`src/rtl/alu_rr_arbiter.sv`:
```
// Round-robin arbiter sharing one combinational ALU between two requesters.
// Optional ALU_RR_ARBITER_ZERO_FLAG_EN adds a registered res_zero flag alongside res_data.
module alu_rr_arbiter #(
    parameter int WIDTH = 4
) (
    input  logic             clk,
    input  logic             rst_n,
    input  logic             req0_valid,
    output logic             req0_ready,
    input  logic [WIDTH:0]   req0_sel,
    input  logic             req0_cin,
    input  logic [WIDTH-1:0] req0_a,
    input  logic [WIDTH-1:0] req0_b,
    input  logic             req1_valid,
    output logic             req1_ready,
    input  logic [WIDTH:0]   req1_sel,
    input  logic             req1_cin,
    input  logic [WIDTH-1:0] req1_a,
    input  logic [WIDTH-1:0] req1_b,
    output logic [WIDTH-1:0] alu_a,
    output logic [WIDTH-1:0] alu_b,
    output logic             alu_cin,
    output logic [WIDTH:0]   alu_sel,
    input  logic [WIDTH-1:0] alu_y,
    output logic             res_valid,
    input  logic             res_ready,
    output logic [WIDTH-1:0] res_data,
    output logic             res_id,
`ifdef ALU_RR_ARBITER_ZERO_FLAG_EN
    output logic             busy,
    output logic             res_zero
`else
    output logic             busy
`endif
);

    typedef enum logic [1:0] {IDLE, EXEC, RESP} state_t;

    state_t           state_q, state_d;
    logic             last_grant_q, last_grant_d;
    logic [WIDTH-1:0] alu_a_q, alu_a_d;
    logic [WIDTH-1:0] alu_b_q, alu_b_d;
    logic             alu_cin_q, alu_cin_d;
    logic [WIDTH:0]   alu_sel_q, alu_sel_d;
    logic [WIDTH-1:0] res_data_q, res_data_d;
    logic             res_id_q, res_id_d;
    logic             zero_q, zero_d;
    logic             gnt0, gnt1;

    // On a tie the requester that did not win last time goes first.
    assign gnt0 = req0_valid & (~req1_valid | last_grant_q);
    assign gnt1 = req1_valid & ~gnt0;

    always_comb begin
        state_d      = state_q;
        last_grant_d = last_grant_q;
        alu_a_d      = alu_a_q;
        alu_b_d      = alu_b_q;
        alu_cin_d    = alu_cin_q;
        alu_sel_d    = alu_sel_q;
        res_data_d   = res_data_q;
        res_id_d     = res_id_q;
        zero_d       = zero_q;
        case (state_q)
            IDLE: begin
                if (gnt0 | gnt1) begin
                    alu_a_d      = gnt1 ? req1_a   : req0_a;
                    alu_b_d      = gnt1 ? req1_b   : req0_b;
                    alu_cin_d    = gnt1 ? req1_cin : req0_cin;
                    alu_sel_d    = gnt1 ? req1_sel : req0_sel;
                    res_id_d     = gnt1;
                    last_grant_d = gnt1;
                    state_d      = EXEC;
                end
            end
            EXEC: begin
                res_data_d = alu_y;
                zero_d     = (alu_y == '0);
                state_d    = RESP;
            end
            RESP: begin
                if (res_ready) state_d = IDLE;
            end
            default: state_d = IDLE;
        endcase
    end

    always_ff @(posedge clk or negedge rst_n) begin
        if (!rst_n) begin
            state_q      <= IDLE;
            last_grant_q <= 1'b1;
            alu_a_q      <= '0;
            alu_b_q      <= '0;
            alu_cin_q    <= 1'b0;
            alu_sel_q    <= '0;
            res_data_q   <= '0;
            res_id_q     <= 1'b0;
            zero_q       <= 1'b0;
        end else begin
            state_q      <= state_d;
            last_grant_q <= last_grant_d;
            alu_a_q      <= alu_a_d;
            alu_b_q      <= alu_b_d;
            alu_cin_q    <= alu_cin_d;
            alu_sel_q    <= alu_sel_d;
            res_data_q   <= res_data_d;
            res_id_q     <= res_id_d;
            zero_q       <= zero_d;
        end
    end

    // Ready is gated by rst_n so nothing looks accepted while reset is held.
    assign req0_ready = rst_n & (state_q == IDLE) & gnt0;
    assign req1_ready = rst_n & (state_q == IDLE) & gnt1;
    assign alu_a      = alu_a_q;
    assign alu_b      = alu_b_q;
    assign alu_cin    = alu_cin_q;
    assign alu_sel    = alu_sel_q;
    assign res_valid  = (state_q == RESP);
    assign res_data   = res_data_q;
    assign res_id     = res_id_q;
    assign busy       = (state_q != IDLE);
`ifdef ALU_RR_ARBITER_ZERO_FLAG_EN
    assign res_zero   = zero_q;
`else
    logic unused_zero;
    assign unused_zero = zero_q;
`endif

endmodule

```
`config.mk`:
```
export PLATFORM = sky130hd
export DESIGN_NAME = alu_rr_arbiter
export DESIGN_NICKNAME = d
export VERILOG_FILES = /design/src/rtl/alu_rr_arbiter.sv
export SDC_FILE = /design/constraint.sdc
export NUM_CORES = 1
export LEC_CHECK = 0
export ABC_CLOCK_PERIOD_IN_PS = 4300
export CORE_ASPECT_RATIO = 0.9
export CORE_UTILIZATION = 30
export CTS_CLUSTER_SIZE = 28
export DETAILED_ROUTE_END_ITERATION = 8
export PLACE_DENSITY = 0.62
export SLEW_MARGIN = 5
export SYNTH_ARGS = -nofsm -noshare
export SYNTH_HDL_FRONTEND = slang
export SYNTH_SLANG_ARGS = --single-unit
```
`constraint.sdc`:
```
create_clock -name clk -period 4.3 [get_ports clk]
set_input_delay 0.86 -clock clk [delete_from_list [all_inputs] [get_ports clk]]
set_output_delay 0.86 -clock clk [all_outputs]
set_load 0.03 [all_outputs]
```
After elaboration in Yosys (flattened, before gate mapping):

Cells that the tools add are included.

* register bits: 22
* output and inout port bits: 23
* word-level logic and storage cells: 32

* eq/ne operators: 4
* mux-type cells: 7
* bitwise operators: 9
* reductions and logical operators: 4

Operator list (count)
* 4-bit two-way mux: 2
* 2-bit case mux with 3 select lines: 1
* 1-bit AND: 5
* 5-bit two-way mux: 1
* 2-bit two-way mux: 2
* 2-bit AND reduction: 2
* 2-bit by 1-bit equality test with 1-bit output, second input constant: 1
* 2-bit equality test, second input constant: 1
* 2-bit logical NOT: 1
* 2-bit by 1-bit != test with 1-bit output, second input constant: 1
* 2-bit != test, second input constant: 1
* 1-bit NOT: 2
* 1-bit OR: 2
* 2-bit nonzero test: 1
* 1-bit two-way mux: 1

Longest topological paths before layout:

* depth in word-level cells: 8
* mapped depth: 5
* depth with buffers taken out: 4

Worst setup path before layout:

No wires, ideal clock.

* path type: input-to-output
* start point: input port req1_valid
* end point: output port req1_ready
* data arrival time: 1.723 ns
* required time: 3.440 ns
* path slack: 1.717 ns
* cell stages on the path: 4
* buffers on the path: 2
* cell sequence: a21bo_1 -> buf_6 -> buf_12 -> nor2_1

* cells in the longest elaborated chain, start to end: 6

Ends and longest elaborated chain
* start, declared: line 14 `input logic req1_valid,`
* 1-bit NOT: line 51 `assign gnt0 = req0_valid & (~req1_valid | last_grant_q);`
* 1-bit OR: line 51
* 1-bit AND: line 51
* 1-bit NOT: line 52 `assign gnt1 = req1_valid & ~gnt0;`
* 1-bit AND (*): line 52
* 1-bit AND (*): line 114 `assign req1_ready = rst_n & (state_q == IDLE) & gnt1;`
* end, declared: line 15 `output logic req1_ready,`

Mark *: on every way between the ends. The rest lies on a longest branch, timed or not.

Final worst setup path:

Ends and elaborated chain as after synthesis.

==> results.cfg <==
[outcome]
status = completed

[sta]
fin_crit_sh = 0.744
slew_headroom = 0.419
grt_setup_unrepaired = no
worst_pin_slew_ns = 0.870
setup_viol = 0
worst_slack_ns = 1.10
fin_crit_ns = 3.20
hold_viol_final = 0
tns_ns = 0
drv_slew = 0
clock.fmax_ghz = 0.313
finalClockSkew_ns = 0.00167

[die]
fp.dieW_um = 65.8
dieArea_um2 = 3900
die_y_um = 59.4
std_cell_rows = 20
fp.coreArea_um2 = 3430
initial_utilization = 0.320
ioPinCount = 60

[critical_path]
path_buf_inv = 2
cp_slowest_cell = clkdlybuf4s50_1
cp.required_ns = 3.44
rr_worst_depth = 4
reg2reg_from = state_q[0]
start_kind = input pin
arrival_ns = 2.34
setup.worst_path.end_class = primary output
crit_family = buffers and inverters
cp-endpoint = req1_ready
r2r_setup_slack_ns = 2.39
cpMostUsedCell = clkdlybuf4s50_1
cp_cell_sequence = clkdlybuf4s50_1 > a21bo_1 > nor2_1 > clkdlybuf4s50_1
max_stage_delay_ns = 0.67
worstSetupPathType = input pin to primary output
crit_path_max_fanout = 3
reg2reg_to = alu_a[0]
crit_cells = 4
cp-startpoint = req1_valid

[drt]
antenna_left = 0
num_vias = 801
drc = 0
wirelength_met1_um = 932
first_pass_iters = 2
viasPerCell = 4.43
routed_wl_um = 2270
first_iter_violations = 26
met3_wirelength_um = 150
wl_per_cell_um = 12.6
top_layer = met4
route.met2.wl_um = 1180

[clock_network]
path_clk_slew_ns = 0.08
htree_levels = 1
cts.sinks = 22
cts_tree = built
clock_path_buffers = 2
clk_latency_ns = 0.25
post_cts_resized = 0
cts_buffers = 3
cts_setup_buffers = 0
ctsHoldBuffers = 0
cts-root-buf = clkbuf_8

[yosys]
synthesis.nets = 112
synth-seq-cells = 22
seq_area_frac_synth = 0.503
synthesis.area_um2 = 1100
yosys_warnings = 0
syn-mean-instance-area_um2 = 14.6
synth_cell_types = 15
synthCells = 75

[min_path]
min_path_type = flip-flop to flip-flop

[flow_run]
drv_cap = 0

[global_routing]
gr-usage-all-layers = 0.134
antenna_found_initial = 0
grt_pass1_wl_um = 3930
overflow = 0
grt_max_degree = 23
grt_pass1_vias = 871

[finish]
n_antenna_cell = 0
nFillCells = 295
layout_common_cells = 59 x clkdlybuf4s50_1, 21 x dfrtp_1, 18 x mux2_2, 14 x mux2_4
fin_util = 0.518
area_growth_pct = 61.7
drive_above_1_share = 0.292
layout_commonest_cell = clkdlybuf4s50_1
nets = 175

[placed_design]
gp_congestion = 0.657
hpwlAfterDp_um = 1860
port_buffers = 59
pre_cts_ws_ns = 1.09

[power]
pwr_density_cell_nw_per_um2 = 707
ir_drop_uv = 352
p_leak_nw = 0.759
[layout make-up]
| cell class | instances | area [µm²] | share of cell area |
|---|---|---|---|
| Sequential cell | 22 | 552 | 0.311 |
| Clock buffer | 4 | 55.1 | 0.0310 |
| Timing Repair Buffer | 61 | 606 | 0.341 |
| Tap cell | 44 | 55.1 | 0.0310 |
| Multi-Input combinational cell | 47 | 495 | 0.279 |
| Inverter | 3 | 11.3 | 0.00635 |
[per-layer routing]
| layer | up-vias | global-route usage |
|---|---|---|
| met3 | 2 | 0.0327 |
| met5 | - | 0 |
| li1 | 388 | - |
| met1 | 382 | 0.149 |
| met2 | 29 | 0.251 |
| met4 | 0 | 0.0373 |
[stage by stage]
stage          power, mW  cells  hold slack [ns]  area, µm²
6_report            1.25    181            0.511       1770
5_1_grt             1.33    181            0.533       1770
4_1_cts             1.27    181            0.513       1770
3_5_place_dp        1.12    177            0.493       1720
3_3_place_gp        1.11    177            0.491       1720
2_1_floorplan      0.842     75            0.479       1100
[power by group]
part / leakage (nW) / switching, mW / internal [mW]
clock network: 0.0288 / 0.0617 / 0.0814
logic: 0.472 / 0.367 / 0.372
registers: 0.258 / 0.0561 / 0.316
[registers in the layout, summed over array words and instances, names as in the netlist]
signal	count
alu_sel	5
alu_a	4
alu_b	4
res_data	4
state_q	2
alu_cin	1
last_grant_q	1
res_id	1
[how the worst min path moves through the flow]
stage | end | cells past startpoint | slack, ns | from
finish | res_data[2] | 1 | 0.51 | res_data[2]
global route | alu_a[2] | 1 | 0.53 | alu_a[2]
CTS | alu_a[1] | 1 | 0.51 | alu_a[1]
detailed placement | alu_sel[1] | 1 | 0.49 | alu_sel[1]
global placement | res_data[1] | 1 | 0.49 | res_data[1]
floorplan | last_grant_q | 2 | 0.48 | last_grant_q
[synth_stat cells]
cell type / number / area [µm²]
nor2_1: 4 / 15.0
nand2_1: 1 / 3.75
nand2b_1: 2 / 12.5
buf_12: 1 / 20.0
a21bo_1: 1 / 10.0
o21ai_0: 4 / 20.0
mux2_4: 14 / 210
nor2_2: 1 / 6.26
inv_1: 3 / 11.3
buf_6: 1 / 11.3
dfrtp_1: 21 / 526
buf_4: 1 / 7.51
mux2_2: 18 / 203
dfstp_2: 1 / 26.3
o31ai_1: 2 / 15.0
[worst register-to-register path, delay by kind of cell, from the launching register on]
kind | cells | cell delay, ns
multiplexers | 1 | 0.42
flip-flops | 1 | 0.39
AND/OR/NAND/NOR | 2 | 0.86
buffers and inverters | 1 | 0.13
[cells by family (layout without fill, tap and decap cells)]
family,after synthesis,count (layout),synth area share
AO/OA/AOI/OAI,7,7,0.0410
buffers and inverters,6,68,0.0456
flip-flops,22,22,0.503
multiplexers,32,32,0.376
AND/OR/NAND/NOR,8,8,0.0342
No activity file was read; power rests on OpenSTA's default activity.
